## src/rtl/arith_pkg.sv

```systemverilog
// Shared arithmetic-unit types: Booth radix-4 opcodes, multiplier FSM states
// and the iteration-count helper.
package arith_pkg;

  typedef enum logic [2:0] {
    ZERO,
    PM,
    P2M,
    MM,
    M2M
  } booth_op_e;

  typedef enum logic [1:0] {
    IDLE,
    RUN,
    DONE
  } state_e;

  // Radix-4 steps needed to consume a (width+2)-bit extended multiplier.
  function automatic int unsigned n_iter(input int unsigned width);
    return (width + 2) / 2;
  endfunction

endpackage

```

## src/rtl/booth_radix4_mul_if.sv

```systemverilog
// Request/result bundle of the radix-4 Booth multiplier.
interface booth_radix4_mul_if
  import arith_pkg::*;
#(
  parameter int unsigned WIDTH = 32
);
  localparam int unsigned CNT_W = $clog2(n_iter(WIDTH) + 1);

  logic                   start;
  logic [WIDTH-1:0]       a;
  logic [WIDTH-1:0]       b;
  logic                   is_signed;
  logic                   busy;
  logic                   done;
  logic [2*WIDTH-1:0]     product;
  logic [CNT_W-1:0]       add_count;
  logic [CNT_W-1:0]       sub_count;

  modport master (
    output start, a, b, is_signed,
    input  busy, done, product, add_count, sub_count
  );

  modport slave (
    input  start, a, b, is_signed,
    output busy, done, product, add_count, sub_count
  );
endinterface

```

## src/rtl/booth_r4_recode.sv

```systemverilog
// Combinational radix-4 Booth recoder: triplet (q[1], q[0], q[-1]) -> opcode.
module booth_r4_recode
  import arith_pkg::*;
(
  input  logic [2:0] trip,
  output booth_op_e  op_c
);

  always_comb begin
    op_c = ZERO;
    unique case (trip)
      3'b001, 3'b010: op_c = PM;
      3'b011:         op_c = P2M;
      3'b100:         op_c = M2M;
      3'b101, 3'b110: op_c = MM;
      default:        op_c = ZERO;
    endcase
  end

endmodule

```

## src/rtl/booth_radix4_mul.sv

```systemverilog
// Sequential signed/unsigned radix-4 Booth multiplier with busy/done handshake
// and per-operation add/sub step counts.
module booth_radix4_mul
  import arith_pkg::*;
#(
  parameter int unsigned WIDTH = 32
)(
  input  logic              clk,
  input  logic              rst,
  booth_radix4_mul_if.slave bus
);

  localparam int unsigned N_ITER = n_iter(WIDTH);
  localparam int unsigned CNT_W  = $clog2(N_ITER + 1);
  localparam int unsigned XW     = WIDTH + 2;
  localparam int unsigned AW     = WIDTH + 4;

  state_e             state;
  logic [AW-1:0]      acc;
  logic [XW-1:0]      q;
  logic               q_m1;
  logic [XW-1:0]      m;
  logic [CNT_W-1:0]   iter;
  logic [CNT_W-1:0]   add_cnt;
  logic [CNT_W-1:0]   sub_cnt;

  booth_op_e          op_c;
  logic [AW-1:0]      m_ext_c;
  logic [AW-1:0]      addend_c;
  logic [AW-1:0]      sum_c;
  logic [AW-1:0]      acc_nx_c;
  logic [XW-1:0]      q_nx_c;
  logic               add_inc_c;
  logic               sub_inc_c;
  logic [XW-1:0]      a_ext_c;
  logic [XW-1:0]      b_ext_c;

  booth_r4_recode u_recode (
    .trip ({q[1:0], q_m1}),
    .op_c (op_c)
  );

  // Operand extension for the current request; the mode is captured in the
  // extended bits so no separate sign flag needs to be kept.
  always_comb begin
    a_ext_c = {2'b00, bus.a};
    b_ext_c = {2'b00, bus.b};
    if (bus.is_signed) begin
      a_ext_c = {{2{bus.a[WIDTH-1]}}, bus.a};
      b_ext_c = {{2{bus.b[WIDTH-1]}}, bus.b};
    end
  end

  // Partial-product selection, add, and arithmetic shift of the acc/Q pair.
  always_comb begin
    m_ext_c   = {{2{m[XW-1]}}, m};
    addend_c  = '0;
    add_inc_c = 1'b0;
    sub_inc_c = 1'b0;
    unique case (op_c)
      PM:      begin addend_c = m_ext_c;                   add_inc_c = 1'b1; end
      P2M:     begin addend_c = {m_ext_c[AW-2:0], 1'b0};   add_inc_c = 1'b1; end
      MM:      begin addend_c = -m_ext_c;                  sub_inc_c = 1'b1; end
      M2M:     begin addend_c = -{m_ext_c[AW-2:0], 1'b0};  sub_inc_c = 1'b1; end
      default: addend_c = '0;
    endcase
    sum_c    = acc + addend_c;
    acc_nx_c = {{2{sum_c[AW-1]}}, sum_c[AW-1:2]};
    q_nx_c   = {sum_c[1:0], q[XW-1:2]};
  end

  always_ff @(posedge clk or posedge rst) begin
    if (rst) begin
      state         <= IDLE;
      acc           <= '0;
      q             <= '0;
      q_m1          <= 1'b0;
      m             <= '0;
      iter          <= '0;
      add_cnt       <= '0;
      sub_cnt       <= '0;
      bus.busy      <= 1'b0;
      bus.done      <= 1'b0;
      bus.product   <= '0;
      bus.add_count <= '0;
      bus.sub_count <= '0;
    end else begin
      unique case (state)
        IDLE, DONE: begin
          bus.done <= 1'b0;
          if (bus.start) begin
            state    <= RUN;
            bus.busy <= 1'b1;
            m        <= a_ext_c;
            q        <= b_ext_c;
            q_m1     <= 1'b0;
            acc      <= '0;
            iter     <= '0;
            add_cnt  <= '0;
            sub_cnt  <= '0;
          end else begin
            state    <= IDLE;
            bus.busy <= 1'b0;
          end
        end
        RUN: begin
          acc     <= acc_nx_c;
          q       <= q_nx_c;
          q_m1    <= q[1];
          iter    <= iter + CNT_W'(1);
          add_cnt <= add_cnt + CNT_W'(add_inc_c);
          sub_cnt <= sub_cnt + CNT_W'(sub_inc_c);
          // Last step: publish the shifted result, including this step's count.
          if (iter == CNT_W'(N_ITER - 1)) begin
            state         <= DONE;
            bus.busy      <= 1'b0;
            bus.done      <= 1'b1;
            bus.product   <= {acc_nx_c[WIDTH-3:0], q_nx_c};
            bus.add_count <= add_cnt + CNT_W'(add_inc_c);
            bus.sub_count <= sub_cnt + CNT_W'(sub_inc_c);
          end
        end
        default: begin
          state    <= IDLE;
          bus.busy <= 1'b0;
          bus.done <= 1'b0;
        end
      endcase
    end
  end

endmodule

```

## src/flat_wrapper.sv

```systemverilog
// flat-port wrapper written by rule: the top's interface ports become plain ports
module booth_radix4_mul_flat import arith_pkg::*;
#(
  parameter int unsigned WIDTH = 32
)
  (clk, rst, bus_start, bus_a, bus_b, bus_is_signed, bus_busy, bus_done, bus_product, bus_add_count, bus_sub_count);
  booth_radix4_mul_if #(.WIDTH(WIDTH)) bus_i ();
  input  logic clk;
  input  logic rst;
  input wire logic [$bits(bus_i.start)-1:0] bus_start;
  input wire logic [$bits(bus_i.a)-1:0] bus_a;
  input wire logic [$bits(bus_i.b)-1:0] bus_b;
  input wire logic [$bits(bus_i.is_signed)-1:0] bus_is_signed;
  output wire logic [$bits(bus_i.busy)-1:0] bus_busy;
  output wire logic [$bits(bus_i.done)-1:0] bus_done;
  output wire logic [$bits(bus_i.product)-1:0] bus_product;
  output wire logic [$bits(bus_i.add_count)-1:0] bus_add_count;
  output wire logic [$bits(bus_i.sub_count)-1:0] bus_sub_count;
  assign bus_i.start = bus_start;
  assign bus_i.a = bus_a;
  assign bus_i.b = bus_b;
  assign bus_i.is_signed = bus_is_signed;
  assign bus_busy = bus_i.busy;
  assign bus_done = bus_i.done;
  assign bus_product = bus_i.product;
  assign bus_add_count = bus_i.add_count;
  assign bus_sub_count = bus_i.sub_count;
  booth_radix4_mul #(.WIDTH(WIDTH)) u_core (.clk(clk), .rst(rst), .bus(bus_i));
endmodule
```

## config.mk

```make
export PLATFORM = sky130hd
export DESIGN_NAME = booth_radix4_mul_flat
export DESIGN_NICKNAME = d
export VERILOG_FILES = /design/src/rtl/arith_pkg.sv /design/src/rtl/booth_radix4_mul_if.sv /design/src/rtl/booth_r4_recode.sv /design/src/rtl/booth_radix4_mul.sv /design/src/flat_wrapper.sv
export SDC_FILE = /design/constraint.sdc
export NUM_CORES = 1
export LEC_CHECK = 0
export BUFFER_PORTS_ARGS = -buffer_cell sky130_fd_sc_hd__clkbuf_2
export CAP_MARGIN = 25
export CORE_MARGIN = 2
export CORE_UTILIZATION = 33
export DETAILED_ROUTE_END_ITERATION = 16
export PLACE_DENSITY = 0.49
export SLEW_MARGIN = 20
export SYNTH_ARGS = -nofsm -noshare
export SYNTH_HDL_FRONTEND = slang
export SYNTH_HIERARCHICAL = 1
export SYNTH_SLANG_ARGS = --single-unit
```

## constraint.sdc

```tcl
create_clock -name clk -period 9.05 [get_ports clk]
set_input_delay 1.81 -clock clk [delete_from_list [all_inputs] [get_ports clk]]
set_output_delay 1.81 -clock clk [all_outputs]
set_load 0.005 [all_outputs]
```

# Word-level counts from Yosys, hierarchy flattened
# Index checks and enable logic that the tools add are counted.
dict set report totals {
  mem_count 0
  latch_bits 0
  reg_bits 198
  mem_bits_rw 0
  wordCells 68
  output_inout_bits 76
  mem_bits_ro 0
}
dict set report op_classes {
  n_addsub 6
  order_cmp 0
  n_reduce_logical 10
  shifts 0
  n_div 0
  n_mux 24
  bitwise_logic 0
  multipliers 0
  n_eq_ne 15
}
# operator count
set ops {}
lappend ops {{$pmux 36 s4} 1}
lappend ops {{$mux 34} 3}
lappend ops {{$neg 36->36} 2}
lappend ops {{$pmux 36 s2} 1}
lappend ops {{$pmux 34 s2} 1}
lappend ops {{$add 36x36->36} 1}
lappend ops {{$mux 36} 1}
lappend ops {{$pmux 5 s2} 3}
lappend ops {{$eq 3x2->1 const B} 4}
lappend ops {{$eq 3x3->1 const B} 4}
lappend ops {{$pmux 3 s4} 1}
lappend ops {{$add 5x1->5} 2}
lappend ops {{$reduce_or 2->1} 5}
lappend ops {{$mux 1} 8}
lappend ops {{$eq 3x1->1 const B} 2}
lappend ops {{$reduce_and 2->1} 3}
lappend ops {{$add 5x1->5 const B} 1}
lappend ops {{$eq 5x5->1 const B} 1}
lappend ops {{$mux 5} 1}
lappend ops {{$pmux 1 s2} 2}
lappend ops {{$pmux 2 s2} 1}
lappend ops {{$eq 2x1->1 const B} 1}
lappend ops {{$eq 2x2->1 const B} 1}
lappend ops {{$logic_not 2->1} 1}
lappend ops {{4 further kinds} 4}

# Longest topological paths before layout
dict set report logic_depth {
  depth_word 8
  mapped_depth 21
  depth_no_buf 21
}

# Hierarchy
# Netlist, hierarchy kept.
# mod cells_per_inst instances area_each_um2
set modules_own_cells {}
lappend modules_own_cells {booth_radix4_mul 1270 1 11003.1}
lappend modules_own_cells {booth_r4_recode 4 1 33.8}

# Least setup slack after synthesis
# No wires, ideal clock.
dict set report synth_path {
  path_kind {register to register}
  from {register u_core.m[0]}
  to {register u_core.acc[32]}
  synth_period_minus_slack_ns 5.149
  arrival_time_ns 5.027
  n_path_buf 0
  setup_ns 0.122
  stages_incl_launch_ff 20
  slack_ns 3.901
  required_time_ns 8.928
  path_cell_list {dfrtp_1 inv_1 ha_1 or3b_2 or3_1 or3_1 or4_1 nor3_1 nand2b_1 xor2_1 o22ai_1 ha_1 nand4_1 or3_1 o31a_1 a21boi_0 o211ai_1 a41oi_1 o21ai_0 a32o_1}
}
dict set report synth_via {
  elab_chain_len 4
  word_cells_on_any_way 5
  classes_between {add/sub: 3; mux: 2}
}
# element line_no
set synth_lines {}
lappend synth_lines {{start, declared} booth_radix4_mul.sv:22} ;# logic [XW-1:0] m;
lappend synth_lines {{start signal, assigned} booth_radix4_mul.sv:94} ;# m <= a_ext_c;
lappend synth_lines {{$neg 36->36, on equally long branches} {booth_radix4_mul.sv:63, booth_radix4_mul.sv:64}}
lappend synth_lines {{$pmux 36 s4 (*)} booth_radix4_mul.sv:60} ;# unique case (op_c)
lappend synth_lines {{$add 36x36->36 (*)} booth_radix4_mul.sv:67} ;# sum_c = acc + addend_c;
lappend synth_lines {{$pmux 36 s2 (*)} booth_radix4_mul.sv:88} ;# unique case (state)
lappend synth_lines {{end signal, assigned} booth_radix4_mul.sv:107} ;# acc <= acc_nx_c;
lappend synth_lines {{end, declared} booth_radix4_mul.sv:19} ;# logic [AW-1:0] acc;
# Every way passes the cells marked *; elsewhere a longest branch is shown, timed or not.
# A chain may end at the register's enable or synchronous reset.

# Worst setup path in the final report
# Ends and elaborated chain as after synthesis.

==> impl_metrics.py <==
metrics = {
    "floorplan": {
        "start_util_pct": 33.75,
        "rows": 66,
        "die_area_sq_um": 34920,
        "core-area_sq_um": 32700,
        "io-pin-count": 144,
        "die_h_microns": 186.9,
        "die_x_microns": 186.9,
    },
    "final_layout": {
        "most-common-layout-cells": "nand2_1, dfrtp_1, clkbuf_2, o21ai_0, nor2_1",
        "fin_cells": 1823,
        "fin_area_sq_um": 12720,
        "antenna_cells": 0,
        "multiInputGateArea_sq_um": 5848,
        "fillers": 3462,
        "seqCellArea_sq_um": 4830,
        "layout_commonest_cell": "nand2_1",
        "drive_above_1_share_pct": 17.16,
        "syn_to_final_growth_pct": 15.29,
        "utilization_pct": 38.91,
        "nNetsFinal": 1479,
    },
    "route": {
        "drcViolationCount": 0,
        "dr_wl_met3_microns": 1652,
        "dr_wl_met2_microns": 14620,
        "drt_iter0_drc": 747,
        "drtPass1Iterations": 5,
        "drt-total-wl_microns": 31450,
        "wl_met1_microns": 14450,
        "viasPerCell": 5.117,
        "vias": 9329,
        "routed.top_layer": "met5",
        "detail-route-antenna-nets": 0,
        "wl_per_cell_microns": 17.25,
    },
    "global_routing": {
        "grt_usage_pct": 18.26,
        "grt_overflow": 0,
        "grt_antenna_before_repair": 2,
        "grt_max_degree": 87,
        "grt_pass1_wl_microns": 50780,
        "grt_pass1_vias": 9115,
    },
    "critical_path": {
        "worst-r2r-cell-count": 19,
        "start_kind": "register",
        "r2r_slack_ns": 3.19,
        "worstSetupStartpoint": "u_core/m[0]",
        "critPathKind": "register to register",
        "cp-end-kind": "register",
        "crit_fanout": 7,
        "worstPathArrival_ns": 6.20,
        "r2r_end": "u_core/acc[32]",
        "r2r-start": "u_core/m[0]",
        "required_ns": 9.39,
    },
    "min_path": {
        "min_from": "u_core/bus.product[9]",
        "hold_class": "register to register",
        "worstHoldEndpoint": "u_core/bus.product[9]",
        "worst_hold_path.num_cells": 2,
    },
    "cts": {
        "clockBufferDepth": 2,
        "cts_sinks": 193,
        "clk_pin_slew_ns": 0.07,
        "cts-buffers-inserted": 17,
        "htree_levels": 4,
        "clk_latency_ns": 0.45,
        "root_buffer": "clkbuf_16",
        "tritoncts": "built",
        "post_cts.repair.setup_buffers": 0,
        "ctsHoldBuffers": 0,
        "postCtsResizedCells": 0,
    },
    "place": {
        "placedInstanceArea_sq_um": 12130,
        "hpwlAfterDp_microns": 21600,
        "place.gp.congestion": 0.8622,
        "dpl.cell_count": 1791,
        "place.port_buffers": 143,
    },
    "sta": {
        "slew_headroom_pct": 40.28,
        "fin_crit_ns": 5.863,
        "tightest_slew_ns": 0.8939,
        "finalCritPeriodShare_pct": 64.78,
        "final_max_slew_viol_count": 0,
        "finalHoldViolCount": 0,
        "setup_viol": 0,
        "finalClockSkew_ns": 0.01085,
        "grt_setup_unrepaired": "false",
        "fmax_mhz": 170.6,
        "setup_tns_ns": 0,
    },
    "flow_run": {
        "drv_cap": 0,
    },
    "synth": {
        "synth.area.top_cells": "dfrtp_1, nand2_1, ha_1",
        "synth_edf_count": 0,
        "syn-instance-count": 1274,
        "netlist_area_sq_um": 11040,
        "synth.avg_cell_area_sq_um": 8.663,
        "ys_async_sr_fraction_pct": 100.0,
        "yosysUniqueCellTypes": 59,
        "synth-main-ff-cell": "dfrtp_1",
        "yosys_warnings": 6,
        "synth-seq-cells": 193,
        "synth_top_cell_by_area": "dfrtp_1",
        "yosysTopAreaCellShare_pct": 43.76,
        "synth_nets": 1385,
        "ys_seq_area_share_pct": 43.76,
    },
    "run_status": {
        "run_status": "completed",
    },
}
-- stage by stage --
stage	hold slack [ns]	worst slack (ns)
after CTS	0.4804	3.197
after global placement	0.4600	3.295
final	0.4761	3.187
after floorplan	0.4563	1.984
after detailed placement	0.4610	3.211
after global routing	0.5038	2.783
-- area by class of cell --
| type | count | area share, % |
|---|---|---|
| multi-input combinational | 980 | 45.96 |
| sequential | 193 | 37.95 |
| timing repair buffer | 156 | 6.391 |
| tap | 442 | 4.346 |
| clock buffer | 18 | 3.373 |
| clock inverter | 14 | 1.327 |
| inverter | 20 | 0.6490 |
-- per-layer routing --
layer | track usage, % | vias to the layer above
met2 | 28.88 | 190
li1 | - | 4617
met3 | 4.597 | 31
met4 | 6.136 | 2
met1 | 24.42 | 4489
met5 | 0 | -
-- critical path, cell delays in order (launching register included) --
cell and delay, ns:
dfrtp_1 0.41, inv_1 0.10, ha_1 0.23, or3b_2 0.47, or3_1 0.37, or3_1 0.40
or4_1 0.50, nor3_1 0.34, nand2b_1 0.17, xor2_1 0.15, o22ai_1 0.10, ha_1 0.43
nand4_1 0.21, or3_1 0.40, o31a_1 0.30, a21boi_0 0.41, o211ai_1 0.17, a41oi_1 0.23
o21ai_0 0.10, a32o_1 0.26
-- cells by family (layout without fill, tap and decap cells) --
| kind of cell | count (synthesis) | in the layout | share of synthesized area (%) |
|---|---|---|---|
| multiplexers | 27 | 27 | 2.743 |
| flip-flops | 193 | 193 | 43.76 |
| AO/OA/AOI/OAI | 305 | 305 | 18.43 |
| buffers and inverters | 101 | 208 | 3.548 |
| adder cells (fa/ha/maj) | 43 | 43 | 4.943 |
| XOR/XNOR | 73 | 73 | 5.793 |
| AND/OR/NAND/NOR | 532 | 532 | 20.78 |
-- cells in the mapped netlist (3+ instances only) --
cell	number
a211oi_1	4
a21boi_0	3
a21o_1	11
a21oi_1	34
a22o_1	34
a22oi_1	59
a32oi_1	3
and2_1	5
and3_1	3
buf_1	12
clkbuf_1	66
dfrtp_1	193
ha_1	42
inv_1	19
mux2_2	26
nand2_1	352
nand2b_1	12
nand3_1	23
nand4_1	7
nor2_1	62
nor2b_1	8
nor3_1	18
nor3b_1	3
nor4_1	5
o211ai_1	5
o21a_1	10
o21ai_0	79
o21bai_1	5
o22ai_1	32
o31a_1	3
o31ai_1	8
or2_2	7
or3_1	14
or4_1	3
or4_4	4
xnor2_1	24
xor2_1	49
-- worst max path at each step --
stage | to | cells after the start
5_1_grt | u_core/acc[32] | 19
3_3_place_gp | u_core/acc[32] | 19
4_1_cts | u_core/acc[32] | 19
3_5_place_dp | u_core/acc[32] | 19
2_1_floorplan | u_core/acc[0] | 1
6_report | u_core/acc[32] | 19
-- state kept, by name, indices dropped and copies added, names as in the netlist --
name and cells:
u_core/iter 5, u_core/bus.sub_count 5, u_core/acc 34, u_core/bus.product 64, u_core/add_cnt 5, u_core/m 33
u_core/sub_cnt 5, u_core/bus.add_count 5, u_core/q 34, u_core/q_m1 1, u_core/state 2
Power is not shown: default switching activity piles up to over one toggle a cycle in this logic, so the estimate is an artifact.
